`src/rtl/lock_sequencer.sv`:
```
// Combination lock sequencer: digit entry, reprogramming and optional lockout.
// Define LOCKOUT_EN to add the LOCKOUT state entered on the third consecutive failure.
module lock_sequencer #(
  parameter int unsigned         DIGITS       = 6,
  parameter logic [4*DIGITS-1:0] DEFAULT_CODE = 24'h285591,
  parameter int unsigned         LOCK_CYCLES  = 1000
) (
  input  logic       clk,
  input  logic       rst_n,
  input  logic       enter,
  input  logic [3:0] digit,
  input  logic       prog,
  output logic [2:0] status,
  output logic [2:0] digit_idx,
  output logic [1:0] fail_cnt,
  output logic       locked
);

  localparam int unsigned IDXW = (DIGITS > 1) ? $clog2(DIGITS) : 1;

  typedef enum logic [2:0] {
    S_ENTRY   = 3'd0,
    S_OPEN    = 3'd1,
    S_CLOSED  = 3'd2,
    S_ERROR   = 3'd3,
`ifdef LOCKOUT_EN
    S_PROG    = 3'd4,
    S_LOCKOUT = 3'd5
`else
    S_PROG    = 3'd4
`endif
  } state_t;

  state_t                 state_q;
  logic [DIGITS-1:0][3:0] code_q;
  logic [DIGITS-1:0][3:0] shadow_q;
  logic [DIGITS-1:0][3:0] shadow_c;
  logic                   miss_q;
  logic [IDXW-1:0]        pos_c;
  logic                   valid_c;
  logic                   last_c;
  logic                   mismatch_c;
  logic [1:0]             fail_inc_c;

`ifdef LOCKOUT_EN
  localparam int unsigned TW = (LOCK_CYCLES > 1) ? $clog2(LOCK_CYCLES) : 1;
  logic [TW-1:0] timer_q;
`else
  assign locked = 1'b0;
`endif

  // Digit 0 lives in the most-significant nibble, so index from the top.
  assign pos_c      = IDXW'(3'(DIGITS - 1) - digit_idx);
  assign valid_c    = (digit <= 4'd9);
  assign last_c     = (digit_idx == 3'(DIGITS - 1));
  assign mismatch_c = (digit != code_q[pos_c]);
  assign fail_inc_c = (fail_cnt == 2'd3) ? 2'd3 : fail_cnt + 2'd1;
  assign status     = 3'(state_q);

  // Shadow code with the current digit merged in, used for both store and commit.
  always_comb begin
    shadow_c        = shadow_q;
    shadow_c[pos_c] = digit;
  end

  always_ff @(posedge clk or negedge rst_n) begin
    if (!rst_n) begin
      state_q   <= S_ENTRY;
      digit_idx <= 3'd0;
      miss_q    <= 1'b0;
      fail_cnt  <= 2'd0;
      code_q    <= DEFAULT_CODE;
      shadow_q  <= DEFAULT_CODE;
`ifdef LOCKOUT_EN
      locked    <= 1'b0;
      timer_q   <= '0;
`endif
    end else begin
      case (state_q)
        S_ENTRY: begin
          if (enter) begin
            if (!valid_c) begin
              state_q   <= S_ERROR;
              digit_idx <= 3'd0;
              miss_q    <= 1'b0;
            end else if (last_c) begin
              digit_idx <= 3'd0;
              miss_q    <= 1'b0;
              if (miss_q || mismatch_c) begin
                fail_cnt <= fail_inc_c;
`ifdef LOCKOUT_EN
                if (fail_inc_c == 2'd3) begin
                  state_q <= S_LOCKOUT;
                  locked  <= 1'b1;
                  timer_q <= TW'(LOCK_CYCLES - 1);
                end else begin
                  state_q <= S_CLOSED;
                end
`else
                state_q <= S_CLOSED;
`endif
              end else begin
                state_q  <= S_OPEN;
                fail_cnt <= 2'd0;
              end
            end else begin
              digit_idx <= digit_idx + 3'd1;
              miss_q    <= miss_q | mismatch_c;
            end
          end
        end
        S_OPEN: begin
          if (enter) begin
            state_q   <= prog ? S_PROG : S_ENTRY;
            digit_idx <= 3'd0;
            shadow_q  <= code_q;
          end
        end
        S_PROG: begin
          if (enter) begin
            if (!valid_c) begin
              state_q   <= S_ERROR;
              digit_idx <= 3'd0;
              shadow_q  <= code_q;
            end else if (last_c) begin
              state_q   <= S_ENTRY;
              digit_idx <= 3'd0;
              shadow_q  <= shadow_c;
              code_q    <= shadow_c;
            end else begin
              digit_idx <= digit_idx + 3'd1;
              shadow_q  <= shadow_c;
            end
          end
        end
        S_CLOSED, S_ERROR: begin
          if (enter) begin
            state_q   <= S_ENTRY;
            digit_idx <= 3'd0;
            miss_q    <= 1'b0;
          end
        end
`ifdef LOCKOUT_EN
        // Enter is ignored while the timer runs down.
        S_LOCKOUT: begin
          if (timer_q == '0) begin
            state_q  <= S_ENTRY;
            fail_cnt <= 2'd0;
            locked   <= 1'b0;
          end else begin
            timer_q <= timer_q - TW'(1);
          end
        end
`endif
        default: begin
          state_q   <= S_ENTRY;
          digit_idx <= 3'd0;
          miss_q    <= 1'b0;
        end
      endcase
    end
  end

endmodule

```
`config.mk`:
```
export PLATFORM = sky130hd
export DESIGN_NAME = lock_sequencer
export DESIGN_NICKNAME = d
export VERILOG_FILES = /design/src/rtl/lock_sequencer.sv
export SDC_FILE = /design/constraint.sdc
export NUM_CORES = 1
export LEC_CHECK = 0
export BUFFER_PORTS_ARGS = -buffer_cell sky130_fd_sc_hd__buf_2
export CORE_UTILIZATION = 45
export DETAILED_ROUTE_END_ITERATION = 12
export GPL_TIMING_DRIVEN = 0
export PLACE_DENSITY_LB_ADDON = 0.3
export SKIP_LAST_GASP = 1
export SLEW_MARGIN = 20
export SYNTH_ARGS = -nofsm -noshare
export SYNTH_HDL_FRONTEND = slang
export SYNTH_SLANG_ARGS = --single-unit
```
`constraint.sdc`:
```
create_clock -name clk -period 2.7 [get_ports clk]
set_input_delay 0.405 -clock clk [delete_from_list [all_inputs] [get_ports clk]]
set_output_delay 0.405 -clock clk [all_outputs]
set_load 0.02 [all_outputs]
```
== After elaboration in Yosys (flattened, before gate mapping) ==
Cells that the tools add are included.
Cells by class
  add/sub/neg operators: 3
  magnitude comparators: 3
  equal/unequal tests: 15
  mux-type cells: 31
  bitwise gates (word level): 2
  reduce and logical (&&, ||, !) cells: 14
Operators with widths (number)
  24-bit two-way mux: 3
  24-bit case mux with 2 select lines: 1
  3-bit two-way mux: 12
  24-bit bitwise mux: 1
  4-bit binary-select mux with 3-bit select: 1
  4-bit demux with 3-bit select: 1
  3-bit case mux with 4 select lines: 1
  4-bit two-way mux: 2
  2-bit != test, second input constant: 4
  4-bit AND reduction: 2
  3-bit by 2-bit == test with 1-bit output, second input constant: 2
  3-bit == test, second input constant: 2
  2-bit two-way mux: 3
  3-bit != test, second input constant: 2
  3-bit case mux with 2 select lines: 1
  3-bit AND reduction: 2
  6-bit AND reduction: 1
  2-bit OR reduction: 3
  4-bit <= comparator, second input constant: 1
  3-bit by 4-bit < comparator with 1-bit output, second input constant: 1
  1-bit two-way mux: 4
  2-bit by 1-bit != test with 1-bit output, second input constant: 2
  4-bit != test: 1
  3-bit by 1-bit adder with 3-bit output, second input constant: 1
  14 further kinds: 14
Word-level totals
  bits in registers: 57
  input port bits: 8
  output and inout bits: 9
  logic and storage cells: 84

== Logic depth before layout (Yosys ltp) ==
Gate-level depths: netlist (run 1).
  depth in word-level cells: 10
  gate-level depth with buffers: 10
  depth with buffers taken out: 8

== Worst setup path before layout (run 1) ==
OpenSTA, ideal clock, no wires.
  kind: reg2reg
  start point: register digit_idx[1]
  end point: register state_q[0], in the netlist status[0]
  data arrival time: 2.166 ns
  path slack: 0.467 ns
  stages on the path, launching flop included: 9
  path buffers: 1
  clock period less this slack: 2.233 ns
  cells stage by stage: dfrtp_1 > buf_6 > inv_1 > ha_1 > o32ai_1 > a31oi_1 > xnor2_2 > nor4_4 > a221o_1
On the way
  cells in the longest elaborated chain, start to end: 10
  elaborated cells between the ends (all ways): 14
Ends and longest elaborated chain
  start: declaration: line 14  | output logic [2:0] digit_idx,
  start signal: assignment: line 107  | digit_idx <= digit_idx + 3'd1;
  start signal: assignment: line 131  | digit_idx <= digit_idx + 3'd1;
  3-bit subtractor: line 53  | assign pos_c = IDXW'(3'(DIGITS - 1) - digit_idx);
  4-bit binary-select mux with 3-bit select: line 56  | assign mismatch_c = (digit != code_q[pos_c]);
  4-bit two-way mux (implied by the code): line 56
  4-bit != test: line 56
  1-bit logical OR: line 89  | if (miss_q || mismatch_c) begin
  2-bit two-way mux: line 89
  3-bit two-way mux: line 86  | end else if (last_c) begin
  3-bit two-way mux: line 82  | if (!valid_c) begin
  3-bit two-way mux: line 81  | if (enter) begin
  3-bit case mux with 4 select lines: line 79  | case (state_q)
  end signal: assignment: line 114  | state_q <= prog ? S_PROG : S_ENTRY;
  end: declaration: line 34  | state_t state_q;
Parallel ways exist; a longest one is shown, timed or not. The select of a mux whose other input is x is not followed.
A chain may end at the register's enable or synchronous reset.

== Worst setup path in the final report (run 1) ==
Ends and elaborated chain as after synthesis.

==> flow_metrics.env, run 1 <==
export IMPL_synth_main_ff_cell="dfrtp_1"
export IMPL_vias_per_cell=6.02
export IMPL_drive_gt1_frac=0.191
export IMPL_synthSimpleGateAreaFrac=0.137
export IMPL_grt_max_degree=54
export IMPL_sequentialPowerShare=0.462
export IMPL_ios=17
export IMPL_netlist_area_um2=2900
export IMPL_root_buffer="clkbuf_8"
export IMPL_ys_seq_area_frac=0.465
export IMPL_hold_class="in2async"
export IMPL_syn_area_per_cell_um2=9.73
export IMPL_switchingPower_uw=881
export IMPL_clk_path_buf_depth=2
export IMPL_nFillCells=563
export IMPL_synth_compound_area_frac=0.164
export IMPL_cp_max_fo=10
export IMPL_p_int_uw=1680
export IMPL_final_hold_viol_count=0
export IMPL_skew_ns=0.0114
export IMPL_synthMuxAreaShare=0.131
export IMPL_die_area_um2=6770
export IMPL_power_density_nw_per_um2=805
export IMPL_start_util=0.479
export IMPL_grt_pass1_vias=2288
export IMPL_cts_sinks=53
export IMPL_grt_overflow=0
export IMPL_synth_top_family_by_area="compound AO/OA/AOI/OAI gates"
export IMPL_critPathBufInv=2
export IMPL_cts_resized=0
export IMPL_clock_power_share=0.219
export IMPL_antenna_found_initial=0
export IMPL_endpoint="status[0]$_DFFE_PN0P_"
export IMPL_grt_pass1_wl_um=11800
export IMPL_gp_congestion=0.883
export IMPL_slew_violations=0
export IMPL_synthesis_instances=298
export IMPL_area_growth_pct=9.58
export IMPL_fin_crit_sh=0.919
export IMPL_finalPower_uw=2560
export IMPL_rr_startpoint="digit_idx[1]$_DFFE_PN0P_"
export IMPL_r2r_setup_slack_ns=0.22
export IMPL_drt_total_wl_um=7410
export IMPL_regArea_um2=1350
export IMPL_cts_clk_slew_worst_paths_ns=0.10
export IMPL_p_leak_uw=0.00145
export IMPL_tns_ns=0
export IMPL_power_frac_comb=0.318
export IMPL_peakVddDrop_mv=0.426
export IMPL_synth_edf_count=0
export IMPL_synth_xor_xnor_area_share=0.0298
export IMPL_post_cts_buffers=0
export IMPL_critPathLaunch="digit_idx[1]$_DFFE_PN0P_"
export IMPL_wl_per_cell_um=18.8
export IMPL_rr_worst_depth=8
export IMPL_holdBufCountCts=0
export IMPL_stdcell_count=394
export IMPL_drt_first_pass_iters=4
export IMPL_outcome="completed"
export IMPL_final_common_cell="a21oi_1"
export IMPL_sw_frac_of_total=0.344
export IMPL_tightest_slew_ns=0.671
export IMPL_design_core_area_um2=6060
export IMPL_yosys_warnings=0
export IMPL_cts_buffers=5
export IMPL_cts_tree="done"
export IMPL_fin_nets=330
export IMPL_layout_common_cells="50 x a21oi_1, 48 x nor2_1, 36 x dfrtp_1, 29 x mux2i_1, 21 x o22ai_1"
export IMPL_clock_fmax_mhz=403
export IMPL_h_tree_depth=2
export IMPL_crit_chain="buf_6 -> inv_1 -> ha_1 -> nand2b_1 -> or3_1 -> o311a_1 -> nor4_4 -> a221o_1"
export IMPL_max_stage_delay_ns=0.58
export IMPL_maxCapViolations=0
export IMPL_ys_ff_latch=53
export IMPL_path_depth=8
export IMPL_via_count=2371
export IMPL_fin_crit_ns=2.48
export IMPL_end_kind="register"
export IMPL_cpMaxStageDelayCell="dfrtp_1"
export IMPL_rows=28
export IMPL_utilization=0.524
export IMPL_yosys_area_share_adder=0.0173
export IMPL_grt_usage=0.240
export IMPL_synthArstFlopShare=1.00
export IMPL_hpwl_um=5020
export IMPL_relSlewSlack=0.552
export IMPL_insertion_delay_ns=0.31
export IMPL_multi_input_area_um2=1390
export IMPL_critical_path_top_delay_family="simple AND/OR/NAND/NOR gates"
export IMPL_synth_fp_nets=310
export IMPL_antenna_left=0
export IMPL_fp_dieH_um=82.3
export IMPL_arrival_ns=2.72
export IMPL_r2r_end="status[0]$_DFFE_PN0P_"
export IMPL_finalSetupViolations=0
export IMPL_critPathKind="reg2reg"
export IMPL_dp_cells=386
export IMPL_antenna_cells=0
export IMPL_io_buffers=13
export IMPL_fp_dieW_um=82.3
export IMPL_rsz0062_at_grt="no"
export IMPL_start_kind="register"
export IMPL_drt_initial_drc_count=238
export IMPL_drc_errors=0
export IMPL_critPathRequiredTime_ns=2.94
export IMPL_yosys_cell_types_count=43
[worst reg2reg max path, delay by kind of cell, from the launching register on]
family	cells	cell delay, ns
flip-flops	1	0.58
AND/OR/NAND/NOR	3	0.77
buffers and inverters	2	0.29
adder cells (fa/ha/maj)	1	0.41
AO/OA/AOI/OAI	2	0.37
[sequential cells by signal (all words and copies together), names as in the netlist]
register and flops:
digit_idx 3, fail_cnt 2, shadow_q 20, code_q 24
status 3, miss_q 1
[worst min path at each step]
| stage | to | slack, ns | depth (start not counted) |
|---|---|---|---|
| 2_1_floorplan | code_q[11]$_DFFE_PN0P_ | 0.11 | 0 |
| 3_3_place_gp | code_q[3]$_DFFE_PN0P_ | 0.49 | 1 |
| 3_5_place_dp | code_q[22]$_DFFE_PN0P_ | 0.49 | 1 |
| 4_1_cts | code_q[22]$_DFFE_PN0P_ | 0.15 | 1 |
| 5_1_grt | shadow_q[20]$_DFFE_PN0P_ | 0.17 | 1 |
| 6_report | code_q[22]$_DFFE_PN0P_ | 0.11 | 1 |
[metrics by stage]
stage | hold slack [ns] | setup slack [ns] | instance area (um^2)
2_1_floorplan | 0.109 | 0.467 | 2900
5_1_grt | 0.174 | 0.0892 | 3180
3_3_place_gp | 0.491 | 0.290 | 3060
4_1_cts | 0.147 | 0.230 | 3180
6_report | 0.113 | 0.220 | 3180
3_5_place_dp | 0.485 | 0.240 | 3060
[cell usage after synthesis, types with 6 or more instances]
master / count / area share
dfstp_2: 17 / 0.15
nand2_1: 9 / 0.012
clkbuf_1: 12 / 0.016
nor2_1: 48 / 0.062
mux2_2: 6 / 0.023
a21oi_1: 50 / 0.086
dfrtp_1: 36 / 0.31
mux2i_1: 29 / 0.10
o22ai_1: 21 / 0.045
[logic make-up (layout without fill, tap and decap cells)]
family | after synthesis | after routing
buffers and inverters | 29 | 50
xor gates and xnor gates | 9 | 9
other | 1 | 1
adders and majority gates | 4 | 4
AOI/OAI and AO/OA | 84 | 84
muxes | 36 | 36
and+or+nand+nor | 82 | 82
DFF | 53 | 53
[final cells by class]
| type | instances | share of cell area |
|---|---|---|
| timing repair buffer | 13 | 0.0213 |
| sequential | 53 | 0.424 |
| buffer | 25 | 0.0453 |
| inverter | 4 | 0.00472 |
| multi-input combinational | 216 | 0.439 |
| tap | 75 | 0.0295 |
| clock buffer | 7 | 0.0272 |
| clock inverter | 1 | 0.00945 |
[power by group through the flow]
stage                     Combinational [uW]  Clock [uW]  Sequential (uW)
after floorplan                          594           0             1180
after global placement                   782           0             1180
after detailed placement                 806           0             1190
after CTS                                810         574             1180
after global routing                     902         609             1210
final                                    815         561             1180
[metal layers]
metal	up-vias	GRT usage	share of wire
met1	1165	0.331	0.46
met4	0	0.0877	0.021
met5	-	0	0
met2	90	0.376	0.46
met3	17	0.0440	0.064
li1	1099	-	-
No activity file was read; power rests on OpenSTA's default activity.
==> inputs of run 2 (changes only) <==
--- a/config.mk
+++ b/config.mk
@@ -5,6 +5,7 @@
 export SDC_FILE = /design/constraint.sdc
 export NUM_CORES = 1
 export LEC_CHECK = 0
+export ABC_AREA = 1
 export BUFFER_PORTS_ARGS = -buffer_cell sky130_fd_sc_hd__buf_2
 export CORE_UTILIZATION = 45
 export DETAILED_ROUTE_END_ITERATION = 12
==> run 2 against run 1 <==
Net effect: fmax increased by 3.6%; die area up 8.2%; sequential power about the same; count of clock-buffer cells in the layout increased by 6; clock power rose by 29%; first-iteration DRC count increased by 7.6%; critical endpoint is now fail_cnt[1]$_DFFE_PN0P_.
==> flow_metrics.env, run 2 <==
export IMPL_outcome="completed"
export IMPL_final_common_cell="nand2_1"
export IMPL_synthesis_instances=417
export IMPL_sequentialPowerShare=0.364
export IMPL_hold_class="in2async"
export IMPL_yosys_cell_types_count=28
export IMPL_grt_pass1_vias=2898
export IMPL_finalSetupViolations=0
export IMPL_synth_area_leader_cell="dfrtp_1"
export IMPL_tightest_slew_ns=0.739
export IMPL_antenna_left=0
export IMPL_sw_frac_of_total=0.405
export IMPL_design_core_area_um2=6760
export IMPL_fp_dieH_um=85.6
export IMPL_slew_violations=0
export IMPL_synth_area_leaders="dfrtp_1 31%, nand2_1 16%, dfstp_2 15%, o21ai_0 7.2%, inv_1 5.6%"
export IMPL_rsz0062_at_grt="no"
export IMPL_fin_crit_ns=2.39
export IMPL_relSlewSlack=0.507
export IMPL_tns_ns=0
export IMPL_fin_nets=455
export IMPL_dp_slack_ns=0.374
export IMPL_clock_power_share=0.228
export IMPL_regArea_um2=1450
export IMPL_cts_tree="done"
export IMPL_critPathBufInv=2
export IMPL_syn_area_per_cell_um2=7.54
export IMPL_fp_dieW_um=85.6
export IMPL_h_tree_depth=3
export IMPL_yosys_area_top_type_share=0.310
export IMPL_dpl_instance_area_um2=3320
export IMPL_cp_max_fo=9
export IMPL_synth_fp_nets=429
export IMPL_grt_usage=0.244
export IMPL_synthArstFlopShare=1.00
export IMPL_cts_buffers=9
export IMPL_fin_crit_sh=0.887
export IMPL_arrival_ns=2.61
export IMPL_area_growth_pct=11.2
export IMPL_cts_resized=0
export IMPL_rows=30
export IMPL_critical_path_top_delay_family="simple AND/OR/NAND/NOR gates"
export IMPL_switchingPower_uw=1290
export IMPL_io_buffers=15
export IMPL_peakVddDrop_mv=0.518
export IMPL_cts_sinks=57
export IMPL_hpwl_um=5430
export IMPL_post_cts_buffers=0
export IMPL_skew_ns=0.00697
export IMPL_crit_chain="buf_6 -> inv_1 -> ha_1 -> nor2_1 -> o21a_1 -> o21ai_2 -> nand2_1 -> nor2_1 -> nor2_1 -> nand3_1 -> nor2_1 -> a21oi_1"
export IMPL_start_kind="register"
export IMPL_insertion_delay_ns=0.34
export IMPL_grt_overflow=0
export IMPL_clock_fmax_mhz=418
export IMPL_finalWorstSetupSlack_ns=0.306
export IMPL_drt_initial_drc_count=256
export IMPL_p_leak_uw=0.00167
export IMPL_synth_most_common_cell="nand2_1"
export IMPL_maxCapViolations=0
export IMPL_netlist_area_um2=3140
export IMPL_vias_per_cell=5.41
export IMPL_die_area_um2=7330
export IMPL_gp_congestion=0.874
export IMPL_layout_common_cells="136 x nand2_1, 47 x inv_1, 45 x o21ai_0, 39 x dfrtp_1"
export IMPL_start_util=0.465
export IMPL_nFillCells=639
export IMPL_multi_input_area_um2=1370
export IMPL_largest_registers="code_q x24, shadow_q x24"
export IMPL_holdWs_ns=0.112
export IMPL_max_stage_delay_ns=0.43
export IMPL_drt_first_pass_iters=4
export IMPL_clk_path_buf_depth=2
export IMPL_drive_gt1_frac=0.165
export IMPL_root_buffer="clkbuf_8"
export IMPL_power_frac_comb=0.408
export IMPL_utilization=0.517
export IMPL_via_count=2859
export IMPL_synth_top_cells_by_count="136 x nand2_1, 47 x inv_1, 45 x o21ai_0"
export IMPL_synth_edf_count=0
export IMPL_power_density_nw_per_um2=907
export IMPL_final_cell_area_um2=3500
export IMPL_drt_total_wl_um=7880
export IMPL_worst_path_most_repeated_cell="nor2_1"
export IMPL_drc_errors=0
export IMPL_grt_pass1_wl_um=13600
export IMPL_critPathRequiredTime_ns=2.92
export IMPL_cts_clk_slew_worst_paths_ns=0.07
export IMPL_end_kind="register"
export IMPL_antenna_cells=0
export IMPL_grt_max_degree=58
export IMPL_cpMaxStageDelayCell="dfrtp_1"
export IMPL_wl_per_cell_um=14.9
export IMPL_yosys_warnings=0
export IMPL_ys_ff_latch=57
export IMPL_final_hold_viol_count=0
export IMPL_ys_seq_area_frac=0.461
export IMPL_critPathKind="reg2reg"
export IMPL_antenna_found_initial=0
export IMPL_ios=17
export IMPL_holdBufCountCts=0
export IMPL_p_int_uw=1890
export IMPL_synth_main_ff_cell="dfrtp_1"
run 2: metal layers:
layer / up-vias / track usage / share of wire
met1: 1355 / 0.327 / 0.47
met5: - / 0 / 0
met2: 82 / 0.383 / 0.45
met4: 0 / 0.132 / 0.027
met3: 15 / 0.0356 / 0.047
li1: 1407 / - / -
run 2: worst paths after layout:
path | startpoint | depth (start not counted) | end | slack [ns]
max in group asynchronous | rst_n | 1 | shadow_q[3]$_DFFE_PN0P_ | 2.08
worst min-delay path | rst_n | 1 | shadow_q[2]$_DFFE_PN0P_ | 0.11
worst max register to register | digit_idx[1]$_DFFE_PN0P_ | 12 | fail_cnt[1]$_DFFE_PN0P_ | 0.31
worst max-delay path | digit_idx[1]$_DFFE_PN0P_ | 12 | fail_cnt[1]$_DFFE_PN0P_ | 0.31
min in group clk | prog | 3 | status[2]$_DFFE_PN0P_ | 0.32
worst min register to register | code_q[19]$_DFFE_PN1P_ | 2 | code_q[19]$_DFFE_PN1P_ | 0.49
run 2: final cells by class:
| cell class | count | share of cell area |
|---|---|---|
| plain buffers | 19 | 0.0354 |
| clock buffers | 13 | 0.0455 |
| clock inverters | 3 | 0.00429 |
| inverters | 52 | 0.0565 |
| multi-input cells | 289 | 0.393 |
| flip-flops and latches | 57 | 0.414 |
| well taps | 80 | 0.0286 |
| repair buffers | 15 | 0.0222 |
run 2: kinds of logic after synthesis:
family	after synthesis	share of synthesized area
DFF	57	0.461
and+or+nand+nor	180	0.228
buffers and inverters	71	0.102
AOI/OAI and AO/OA	104	0.192
other	1	0.00119
adders and majority gates	4	0.0159
run 2: through the flow:
| step | cells | total power [uW] |
|---|---|---|
| 2_1_floorplan | 417 | 2130 |
| 3_3_place_gp | 512 | 2410 |
| 3_5_place_dp | 512 | 2440 |
| 4_1_cts | 528 | 3170 |
| 5_1_grt | 528 | 3410 |
| 6_report | 528 | 3170 |
run 2: power by group through the flow:
stage | clock, uW | sequential [uW] | combinational (uW)
finish | 724 | 1150 | 1290
global route | 762 | 1180 | 1470
CTS | 736 | 1160 | 1280
detailed placement | 0 | 1170 | 1270
global placement | 0 | 1160 | 1250
floorplan | 0 | 1190 | 937
==> inputs of run 3 (changes only) <==
--- a/config.mk
+++ b/config.mk
@@ -11,6 +11,7 @@
 export DETAILED_ROUTE_END_ITERATION = 12
 export GPL_TIMING_DRIVEN = 0
 export PLACE_DENSITY_LB_ADDON = 0.3
+export RECOVER_POWER = 25
 export SKIP_LAST_GASP = 1
 export SLEW_MARGIN = 20
 export SYNTH_ARGS = -nofsm -noshare
==> constraint.sdc (replaced) <==
create_clock -name clk -period 2.37 [get_ports clk]
set_input_delay 0.474 -clock clk [delete_from_list [all_inputs] [get_ports clk]]
set_output_delay 0.474 -clock clk [all_outputs]
set_load 0.02 [all_outputs]
==> run 3 against run 2 <==
Net effect: final cell count is 1.1% higher; sequential power is 14% higher; combinational power is 17% higher; die area stayed put.
==> flow_metrics.env, run 3 (same netlist as run 2, synthesis figures left out) <==
export IMPL_outcome="completed"
export IMPL_grt_overflow=0
export IMPL_wl_per_cell_um=14.8
export IMPL_cts_clk_slew_worst_paths_ns=0.07
export IMPL_layout_common_cells="136 x nand2_1, 46 x inv_1, 45 x o21ai_0, 39 x dfrtp_1, 23 x buf_2"
export IMPL_clk_path_buf_depth=2
export IMPL_end_kind="register"
export IMPL_grt_max_degree=58
export IMPL_dpl_instance_area_um2=3320
export IMPL_utilization=0.526
export IMPL_largest_registers="code_q x24, shadow_q x24"
export IMPL_finalWorstSetupSlack_ns=0.182
export IMPL_start_kind="register"
export IMPL_gp_congestion=0.874
export IMPL_antenna_left=0
export IMPL_critical_path_top_delay_family="simple AND/OR/NAND/NOR gates"
export IMPL_finalPower_uw=3640
export IMPL_drc_errors=0
export IMPL_hold_class="in2reg"
export IMPL_final_hold_viol_count=0
export IMPL_hpwl_um=5430
export IMPL_fin_crit_sh=0.923
export IMPL_cts_tree="done"
export IMPL_design_core_area_um2=6760
export IMPL_clock_fmax_mhz=457
export IMPL_final_cell_area_um2=3550
export IMPL_h_tree_depth=3
export IMPL_via_count=2877
export IMPL_root_buffer="clkbuf_8"
export IMPL_tightest_slew_ns=1.46
export IMPL_rsz0062_at_grt="no"
export IMPL_drt_initial_drc_count=250
export IMPL_grt_pass1_wl_um=13600
export IMPL_max_stage_delay_ns=0.38
export IMPL_grt_usage=0.244
export IMPL_power_density_nw_per_um2=1030
export IMPL_fin_crit_ns=2.19
export IMPL_grt_pass1_vias=2898
export IMPL_cp_max_fo=9
export IMPL_cts_buffers=9
export IMPL_cpMaxStageDelayCell="dfrtp_1"
export IMPL_fp_dieW_um=85.6
export IMPL_fp_dieH_um=85.6
export IMPL_io_buffers=15
export IMPL_peakVddDrop_mv=0.590
export IMPL_maxCapViolations=0
export IMPL_ios=17
export IMPL_insertion_delay_ns=0.34
export IMPL_worst_path_most_repeated_cell="nor2_1"
export IMPL_final_common_cell="nand2_1"
export IMPL_critPathRequiredTime_ns=2.59
export IMPL_critPathKind="reg2reg"
export IMPL_finalSetupViolations=0
export IMPL_die_area_um2=7330
export IMPL_crit_chain="buf_6 -> clkinvlp_4 -> ha_2 -> nor2_4 -> o21a_1 -> o21ai_2 -> nand2_1 -> nor2_1 -> nor2_1 -> nand3_1 -> nor2_1 -> a21oi_1"
export IMPL_antenna_found_initial=0
export IMPL_arrival_ns=2.41
export IMPL_critPathBufInv=2
export IMPL_tns_ns=0
export IMPL_dp_slack_ns=0.0443
export IMPL_p_leak_uw=0.00170
export IMPL_skew_ns=0.00568
export IMPL_drt_first_pass_iters=4
export IMPL_fin_nets=461
export IMPL_vias_per_cell=5.39
export IMPL_relSlewSlack=0.0291
export IMPL_antenna_cells=0
export IMPL_drt_total_wl_um=7920
export IMPL_drive_gt1_frac=0.183
export IMPL_cts_sinks=57
export IMPL_start_util=0.465
export IMPL_area_growth_pct=13.0
export IMPL_slew_violations=0
export IMPL_rows=30
run 3: what timing repair did:
action / in CTS / in global routing
setup endpoints to repair: 0 / 18
buffers inserted: 0 / 6
gates resized for setup: 0 / 4
hold buffers: 0 / 0
run 3: final timing paths:
check,from,endpoint,slack (ns),cells past startpoint
max in group asynchronous,rst_n,shadow_q[9]$_DFFE_PN0P_,1.02,1
setup reg to reg,digit_idx[1]$_DFFE_PN0P_,fail_cnt[1]$_DFFE_PN0P_,0.18,12
setup / recovery,digit_idx[1]$_DFFE_PN0P_,fail_cnt[1]$_DFFE_PN0P_,0.18,12
min in group asynchronous,rst_n,shadow_q[2]$_DFFE_PN0P_,0.48,1
hold reg to reg,code_q[12]$_DFFE_PN1P_,shadow_q[12]$_DFFE_PN1P_,0.49,2
hold / removal,prog,status[2]$_DFFE_PN0P_,0.39,3
run 3: power breakdown:
group / leakage (uW) / internal, uW / switching [uW]
combinational: 0.000933 / 532 / 981
clock: 0.0000932 / 431 / 384
sequential: 0.000676 / 1210 / 101
run 3: routing by layer:
metal | global-route usage | up-vias | share of wire
met5 | 0 | - | 0
met4 | 0.132 | 0 | 0.027
met3 | 0.0356 | 15 | 0.040
met2 | 0.383 | 75 | 0.45
met1 | 0.327 | 1365 | 0.48
li1 | - | 1422 | -
run 3: metrics by stage:
step	std cells	hold WS, ns
after floorplan	417	0.178
after global placement	512	0.469
after detailed placement	512	0.477
after global routing	534	0.417
final	534	0.386
after CTS	528	0.200
run 3: worst register-to-register path, stage by stage (launching register included):
cell	delay, ns
dfrtp_1	0.38
buf_6	0.16
clkinvlp_4	0.16
ha_2	0.36
nor2_4	0.14
o21a_1	0.15
o21ai_2	0.05
nand2_1	0.09
nor2_1	0.05
nor2_1	0.15
nand3_1	0.13
nor2_1	0.16
a21oi_1	0.09
run 3: area by class of cell:
cell class                 count  area, um^2
buffer                        19         124
sequential                    57        1450
tap                           80         100
clock buffer                  13         159
fill                         633        3200
clock inverter                 3        15.0
multi-input combinational    289        1380
timing repair buffer          21         120
inverter                      52         201
